### src/rtl/ntt_poly_unpack_reader.sv
// ntt_poly_unpack_reader: reads the packed NTT-domain poly buffer and streams single coefficients
// Ports:
//   clk, rst_n      clock; synchronous active-low reset
//   start           one-cycle pulse, begins a full-buffer read (honoured only when idle)
//   busy, done      run in progress; one-cycle completion pulse
//   mem_rad         registered buffer read address
//   mem_rdata       buffer read data
//   coeff_valid/ready, coeff_data, coeff_idx, poly_idx   coefficient stream with indices
//   range_err, err_idx   sticky out-of-range flag and first offending index
//                        (only with NTT_POLY_UNPACK_RANGE_CHK_EN)
module ntt_poly_unpack_reader #(
    parameter int KYBER_K         = 2,
    parameter int KYBER_N         = 256,
    parameter int KYBER_Q         = 3329,
    parameter int COEFF_W         = 12,
    parameter int COEFFS_PER_WORD = 8,
    parameter int WORD_W          = COEFF_W * COEFFS_PER_WORD,
    parameter int ADDR_W          = 6,
    parameter int RD_LATENCY      = 1
) (
    input  logic               clk,
    input  logic               rst_n,
    input  logic               start,
    output logic               busy,
    output logic               done,
    output logic [ADDR_W-1:0]  mem_rad,
    input  logic [WORD_W-1:0]  mem_rdata,
    output logic               coeff_valid,
    input  logic               coeff_ready,
    output logic [COEFF_W-1:0] coeff_data,
    output logic [7:0]         coeff_idx,
    output logic               poly_idx
`ifdef NTT_POLY_UNPACK_RANGE_CHK_EN
    ,
    output logic               range_err,
    output logic [8:0]         err_idx
`endif
);
    typedef enum logic [1:0] {S_IDLE, S_WAIT, S_EMIT, S_DONE} state_t;
    localparam logic [ADDR_W-1:0] LAST_ADDR = ADDR_W'(KYBER_K * KYBER_N / COEFFS_PER_WORD - 1);
    state_t state;
    logic [WORD_W-1:0] word;
    logic [2:0] lane;
    logic [7:0] wcnt;
    logic hs;
    assign hs = coeff_valid && coeff_ready;
    // Lane 0 sits in the MSBs of the word.
    assign coeff_data = COEFF_W'(word >> (COEFF_W * (COEFFS_PER_WORD - 1 - int'(lane))));
    assign coeff_idx = {mem_rad[ADDR_W-2:0], lane};
    assign poly_idx = mem_rad[ADDR_W-1];
    always_ff @(posedge clk) begin
        if (!rst_n) begin
            state       <= S_IDLE;
            busy        <= 1'b0;
            done        <= 1'b0;
            coeff_valid <= 1'b0;
            mem_rad     <= '0;
            word        <= '0;
            lane        <= '0;
            wcnt        <= '0;
`ifdef NTT_POLY_UNPACK_RANGE_CHK_EN
            range_err   <= 1'b0;
            err_idx     <= '0;
`endif
        end else begin
            case (state)
                S_IDLE: if (start) begin
                    mem_rad <= '0;
                    lane    <= '0;
                    wcnt    <= '0;
                    busy    <= 1'b1;
                    state   <= S_WAIT;
`ifdef NTT_POLY_UNPACK_RANGE_CHK_EN
                    range_err <= 1'b0;
                    err_idx   <= '0;
`endif
                end
                // Address was presented on entry; data is settled after RD_LATENCY+1 cycles.
                S_WAIT: if (wcnt == 8'(RD_LATENCY)) begin
                    word        <= mem_rdata;
                    coeff_valid <= 1'b1;
                    wcnt        <= '0;
                    state       <= S_EMIT;
                end else begin
                    wcnt <= wcnt + 8'd1;
                end
                S_EMIT: if (hs) begin
`ifdef NTT_POLY_UNPACK_RANGE_CHK_EN
                    if (coeff_data >= COEFF_W'(KYBER_Q)) begin
                        range_err <= 1'b1;
                        if (!range_err) err_idx <= {poly_idx, coeff_idx};
                    end
`endif
                    lane <= lane + 3'd1;
                    if (lane == 3'd7) begin
                        coeff_valid <= 1'b0;
                        if (mem_rad == LAST_ADDR) begin
                            done  <= 1'b1;
                            state <= S_DONE;
                        end else begin
                            mem_rad <= mem_rad + 1'b1;
                            state   <= S_WAIT;
                        end
                    end
                end
                default: begin
                    done  <= 1'b0;
                    busy  <= 1'b0;
                    state <= S_IDLE;
                end
            endcase
        end
    end
endmodule

### config.mk
export PLATFORM = sky130hd
export DESIGN_NAME = ntt_poly_unpack_reader
export DESIGN_NICKNAME = d
export VERILOG_FILES = /design/src/rtl/ntt_poly_unpack_reader.sv
export SDC_FILE = /design/constraint.sdc
export NUM_CORES = 1
export LEC_CHECK = 0
export CORE_ASPECT_RATIO = 0.7
export CORE_MARGIN = 1
export CORE_UTILIZATION = 40
export DETAILED_ROUTE_END_ITERATION = 12
export GPL_ROUTABILITY_DRIVEN = 0
export HOLD_SLACK_MARGIN = 0.03
export PLACE_DENSITY_LB_ADDON = 0.05
export SYNTH_ARGS = -nofsm -noshare
export SYNTH_HDL_FRONTEND = slang
export SYNTH_SLANG_ARGS = --single-unit
export TNS_END_PERCENT = 10
### constraint.sdc
create_clock -name clk -period 5.1 [get_ports clk]
set_clock_uncertainty 0.15 [all_clocks]
set_input_delay 0.765 -clock clk [delete_from_list [all_inputs] [get_ports clk]]
set_output_delay 0.765 -clock clk [all_outputs]
set_load 0.02 [all_outputs]
After elaboration in Yosys (flattened, before gate mapping)
Index checks and enable logic that the tools add are counted.
W data, S select, Z words.
{"block": "classes", "add_sub_neg": 4, "mul": 1, "n_eq_ne": 11, "shift": 1, "n_mux": 27, "bitwise": 2, "n_reduce_logical": 15}
{"cell": "$shr A96 B32 Y12", "count": 1}
{"cell": "$mux W6", "count": 4}
{"cell": "$mux W8", "count": 2}
{"cell": "$pmux W8 S2", "count": 1}
{"cell": "$ne A2 B2 Y1 const B", "count": 6}
{"cell": "$pmux W6 S2", "count": 1}
{"cell": "$reduce_and A4 Y1", "count": 3}
{"cell": "$mux W2", "count": 5}
{"cell": "$add A8 B1 Y8 const B", "count": 1}
{"cell": "$eq A8 B1 Y1 const B", "count": 1}
{"cell": "$mul A3 B4 Y7 const A", "count": 1}
{"cell": "$mux W1", "count": 7}
{"cell": "$add A6 B1 Y6 const B", "count": 1}
{"cell": "$eq A6 B6 Y1 const B", "count": 1}
{"cell": "$mux W3", "count": 2}
{"cell": "$pmux W1 S2", "count": 3}
{"cell": "$pmux W2 S3", "count": 1}
{"cell": "$pmux W3 S2", "count": 1}
{"cell": "$reduce_and A2 Y1", "count": 3}
{"cell": "$reduce_bool A2 Y1", "count": 3}
{"cell": "$reduce_and A5 Y1", "count": 1}
{"cell": "$reduce_or A2 Y1", "count": 2}
{"cell": "$sub A3 B3 Y4 const A", "count": 1}
{"cell": "$add A3 B1 Y3 const B", "count": 1}
{"cell": "other kinds (7)", "count": 8}
{"block": "word_totals", "ff_bits": 118, "inputBits": 100, "out_inout_bits": 30, "word_cells": 69}

Depth between registers and ports, before layout
Gate-level depths: netlist of run 1.
{"block": "depth", "ltp_word": 5, "ltp_mapped": 12, "depth_no_buf": 8}

Least setup slack after synthesis of run 1
OpenSTA, ideal clock, no wires.
{"block": "synth_timing", "path_type": "reg2out", "from": "register lane[0]", "to": "output port coeff_data[4]", "arrival_ns": 2.944, "t_required_ns": 4.185, "setup_slack_ns": 1.241, "path_stages_with_launch": 11, "path_buffers": 6, "cell_sequence": "dfxtp_1 > buf_2 > inv_1 > clkbuf_1 > ha_1 > buf_2 > buf_2 > buf_2 > buf_2 > mux4_2 > o22ai_1"}
{"block": "synth_via", "elab_chain_len": 3}
{"element": "start: declaration", "line": "43", "text": "logic [2:0] lane;"}
{"element": "start signal: assignment", "line": "94", "text": "lane <= lane + 3'd1;"}
{"element": "$sub A3 B3 Y4", "line": "48", "text": "assign coeff_data = COEFF_W'(word >> (COEFF_W * (COEFFS_PER_WORD - 1 - int'(lane))));"}
{"element": "$mul A3 B4 Y7", "line": "48"}
{"element": "$shr A96 B32 Y12", "line": "48"}
{"element": "end: declaration", "line": "30", "text": "output logic [COEFF_W-1:0] coeff_data,"}
Every way passes these cells.

Final worst setup path of run 1
{"block": "layout_timing", "from": "register lane[1]", "to": "output port coeff_data[9]"}
Same word-level chain as after synthesis.

==> results of run 1 <==
==> synthesized netlist by cell type (5+ instances only) <==
master,instances
buf_4,7
clkbuf_1,27
dfxtp_1,118
o22a_1,6
a21oi_1,12
mux4_2,47
buf_2,22
nand2_1,219
o22ai_1,6
inv_1,12
nand3_1,8
nor2_1,25
a21boi_0,61
a21boi_1,41
a31oi_1,5
buf_6,5
o21ai_0,24
mux2i_1,58
ha_1,14
==> area by class of cell <==
| type | instances | area, µm² | area share (%) |
|---|---|---|---|
| sequential | 118 | 2360 | 26.6 |
| clock inverter | 8 | 145 | 1.63 |
| multi-input combinational | 570 | 4210 | 47.3 |
| tap | 225 | 282 | 3.16 |
| inverter | 13 | 48.8 | 0.548 |
| timing repair buffer | 138 | 1370 | 15.4 |
| clock buffer | 23 | 488 | 5.48 |
==> worst min-delay path, delay by kind of cell (launching register included) <==
kind	cells	cell delay, ps
AO/OA/AOI/OAI	1	50
flip-flops	1	310
AND/OR/NAND/NOR	1	50
==> sequential cells by signal, summed over array words and instances, names as in the netlist <==
register and cells:
coeff_valid 1, done 1, wcnt 8, busy 1, word 96, lane 3
state 2, mem_rad 6
==> logic make-up (layout without fill, tap and decap cells) <==
| logic type | after synthesis | count (layout) | share of synthesized area, % |
|---|---|---|---|
| and+or+nand+nor | 276 | 276 | 16.2 |
| AOI/OAI and AO/OA | 165 | 165 | 16.7 |
| DFF | 118 | 118 | 34.1 |
| muxes | 108 | 108 | 24.1 |
| buffers and inverters | 78 | 182 | 5.54 |
| adders and majority gates | 14 | 14 | 2.53 |
| xor gates and xnor gates | 7 | 7 | 0.884 |
==> routing by layer <==
layer / track usage, % / vias to the layer above / share of wire, %
met5: 0 / - / 0
met4: 7.88 / 0 / 1.3
met3: 5.58 / 19 / 6.7
met2: 34.5 / 209 / 44
met1: 32.2 / 2898 / 48
li1: - / 2865 / -
==> placed cells by master, fill, tap and decap left out, types with 12 or more instances in the layout <==
cell / Yosys / final
mux2i_1: 58 / 58
ha_1: 14 / 13
clkdlybuf4s50_1: 0 / 128
a21oi_1: 12 / 12
a21boi_1: 41 / 41
clkbuf_16: 0 / 17
a21boi_0: 61 / 61
nand2_1: 219 / 218
inv_1: 12 / 12
o21ai_0: 24 / 24
nor2_1: 25 / 25
mux4_2: 47 / 47
dfxtp_1: 118 / 117
==> report_power, final <==
| part | leakage (nW) | internal (W) | total, W | switching (W) |
|---|---|---|---|---|
| Sequential | 0.953 | 0.000990 | 0.00107 | 0.0000779 |
| Clock | 0.305 | 0.000864 | 0.00127 | 0.000409 |
| Combinational | 1.63 | 0.000324 | 0.000688 | 0.000364 |
| Total | 2.89 | 0.00218 | 0.00303 | 0.000851 |
==> metrics by stage <==
| stage | total power, W | hold WS (ps) | utilization [%] |
|---|---|---|---|
| detailed placement | 0.00177 | 300 | 49.7 |
| finish | 0.00303 | 312 | 53.5 |
| CTS | 0.00306 | 308 | 53.5 |
| global route | 0.00317 | 326 | 53.5 |
| global placement | 0.00175 | 301 | 49.7 |
| floorplan | 0.00154 | 282 | - |
==> worst max path at each step <==
stage,startpoint,end,slack [ps],cells past startpoint
finish,lane[1],coeff_data[9],550,10
global route,lane[1],coeff_data[9],310,10
CTS,lane[1],coeff_data[9],530,10
detailed placement,lane[1],coeff_data[9],1000,10
global placement,lane[1],coeff_data[9],1140,10
floorplan,lane[0],coeff_data[4],1240,10
==> impl_results.md, run 1 <==
- 1st-iter DRT viols: 414
- Area share of the largest cell type after synthesis: 34.1%
- Detail Placement HPWL: 14,500 µm
- Tmin final: 4550 ps
- Cell Area, Synth: 6940 µm²
- Crit-path cells: inv_1, ha_1, ha_1, buf_4, clkinv_1, nand2_1, o22ai_1, o21ai_0, o21ai_0, clkdlybuf4s50_1
- Cell variety after synth: 43
- Run status: finished clean
- Final Hold Viols: 0
- Clk slew on worst S/H paths: 60 ps
- Setup violators final: 0
- Leakage power: 2.89 nW
- Hold depth: 2
- Crit Path Category: flop to output pin
- Layout cell share with drive strength beyond 1: 11.3%
- Bufs and invs on worst path: 4
- Period utilisation layout: 89.2%
- Worst-skew pair later-pin latency: 410 ps
- DRC Markers: 0
- CTS HTree Levels: 4
- CTS Buffer Depth: 2
- Crit path launch type: flop
- IO buf count: 129
- Worst-case vdd ir drop: 0.145 mV
- Routed wire length: 19,800 µm
- Reg-to-Reg Start: wcnt[0]
- CTS Buf Count: 17
- Starting Density: 41.7%
- Crit. End Element: output pin
- DIE AREA: 17,900 µm²
- IO Pins: 130
- Total grt overflow: 0
- Post-synth EDFFs: 0
- FFs w/ async S/R, synth: 0%
- Worst Path Arrival: 3630 ps
- Largest delay contributor family on the critical path: buffers and inverters
- Core area: 16,600 µm²
- Die width: 159 µm
- Max cap viols: 0
- Fillers: 1,517
- Worst stage delay on the critical path: 550 ps
- Placed Area: 8270 µm²
- Vert. Die Dim: 112 µm
- Wire length per cell: 18.1 µm
- Nets: 972
- R2R setup slack: 1950 ps
- Final Cell Area: 8900 µm²
- First-pass GRT wire length: 31,900 µm
- Synthesized instance count: 766
- Hold EP: word[7]
- Final Worst Setup Slack: 550 ps
- CP max FO: 14
- Initial antenna violation count: 0
- Slowest CP cell: clkdlybuf4s50_1
- Post-CTS Hold Buffers: 0
- Post-CTS sizing: 0
- Postcts setup bufs: 0
- Yosys reg bits: 118
- Dpl ws: 996 ps
- First drt pass iteration count: 5
- Final ANT Viol Nets: 0
- Highest Clock Rate: 220 MHz
- RSZ-0062 raised after global routing: false
- Mapped Avg Cell Area: 9.06 µm²
- Slew headroom: 33.4%
- Hold Startpoint: word[7]
- Placed Instances: 1,064
- Largest net degree at the start of global routing: 97
- Synth area leaders: dfxtp_1, mux4_2, nand2_1
- CTS tree: built
- Synth Flop Type: dfxtp_1
- Hold Crit Class: flop to flop
- Antenna Cells: 0
- P per Cell Area: 340 nW/µm²
- Slew @ Worst Pin: 999 ps
- Worst endpoint required time: 4180 ps
- Vias in the first global route: 5,964
- CTS Sinks: 118
- Vias per Instance: 5.47
- Setup TNS: 0 ps
- Via count: 5,991
- Ys Warns: 0
- Net count after synthesis: 880
- Sequential fraction of the synthesis area: 34.1%
- Area leader, netlist: dfxtp_1
- FF-to-FF End: word[39]
- R2R depth: 7
- Final Max Slew Viols: 0
- Synth-to-layout area growth: 28.3%
- Root buffer cell: clkbuf_16
- Final cell count without fillers: 1,095
- Row Count: 39
- Total global-route track usage: 22.9%
No activity file was read; power rests on OpenSTA's default activity.
==> run 2: changes to the inputs <==
CTS_CLUSTER_DIAMETER = 120   (was default)
==> results of run 2 <==
Final layout, timing and power as in run 1 (identical DEF).
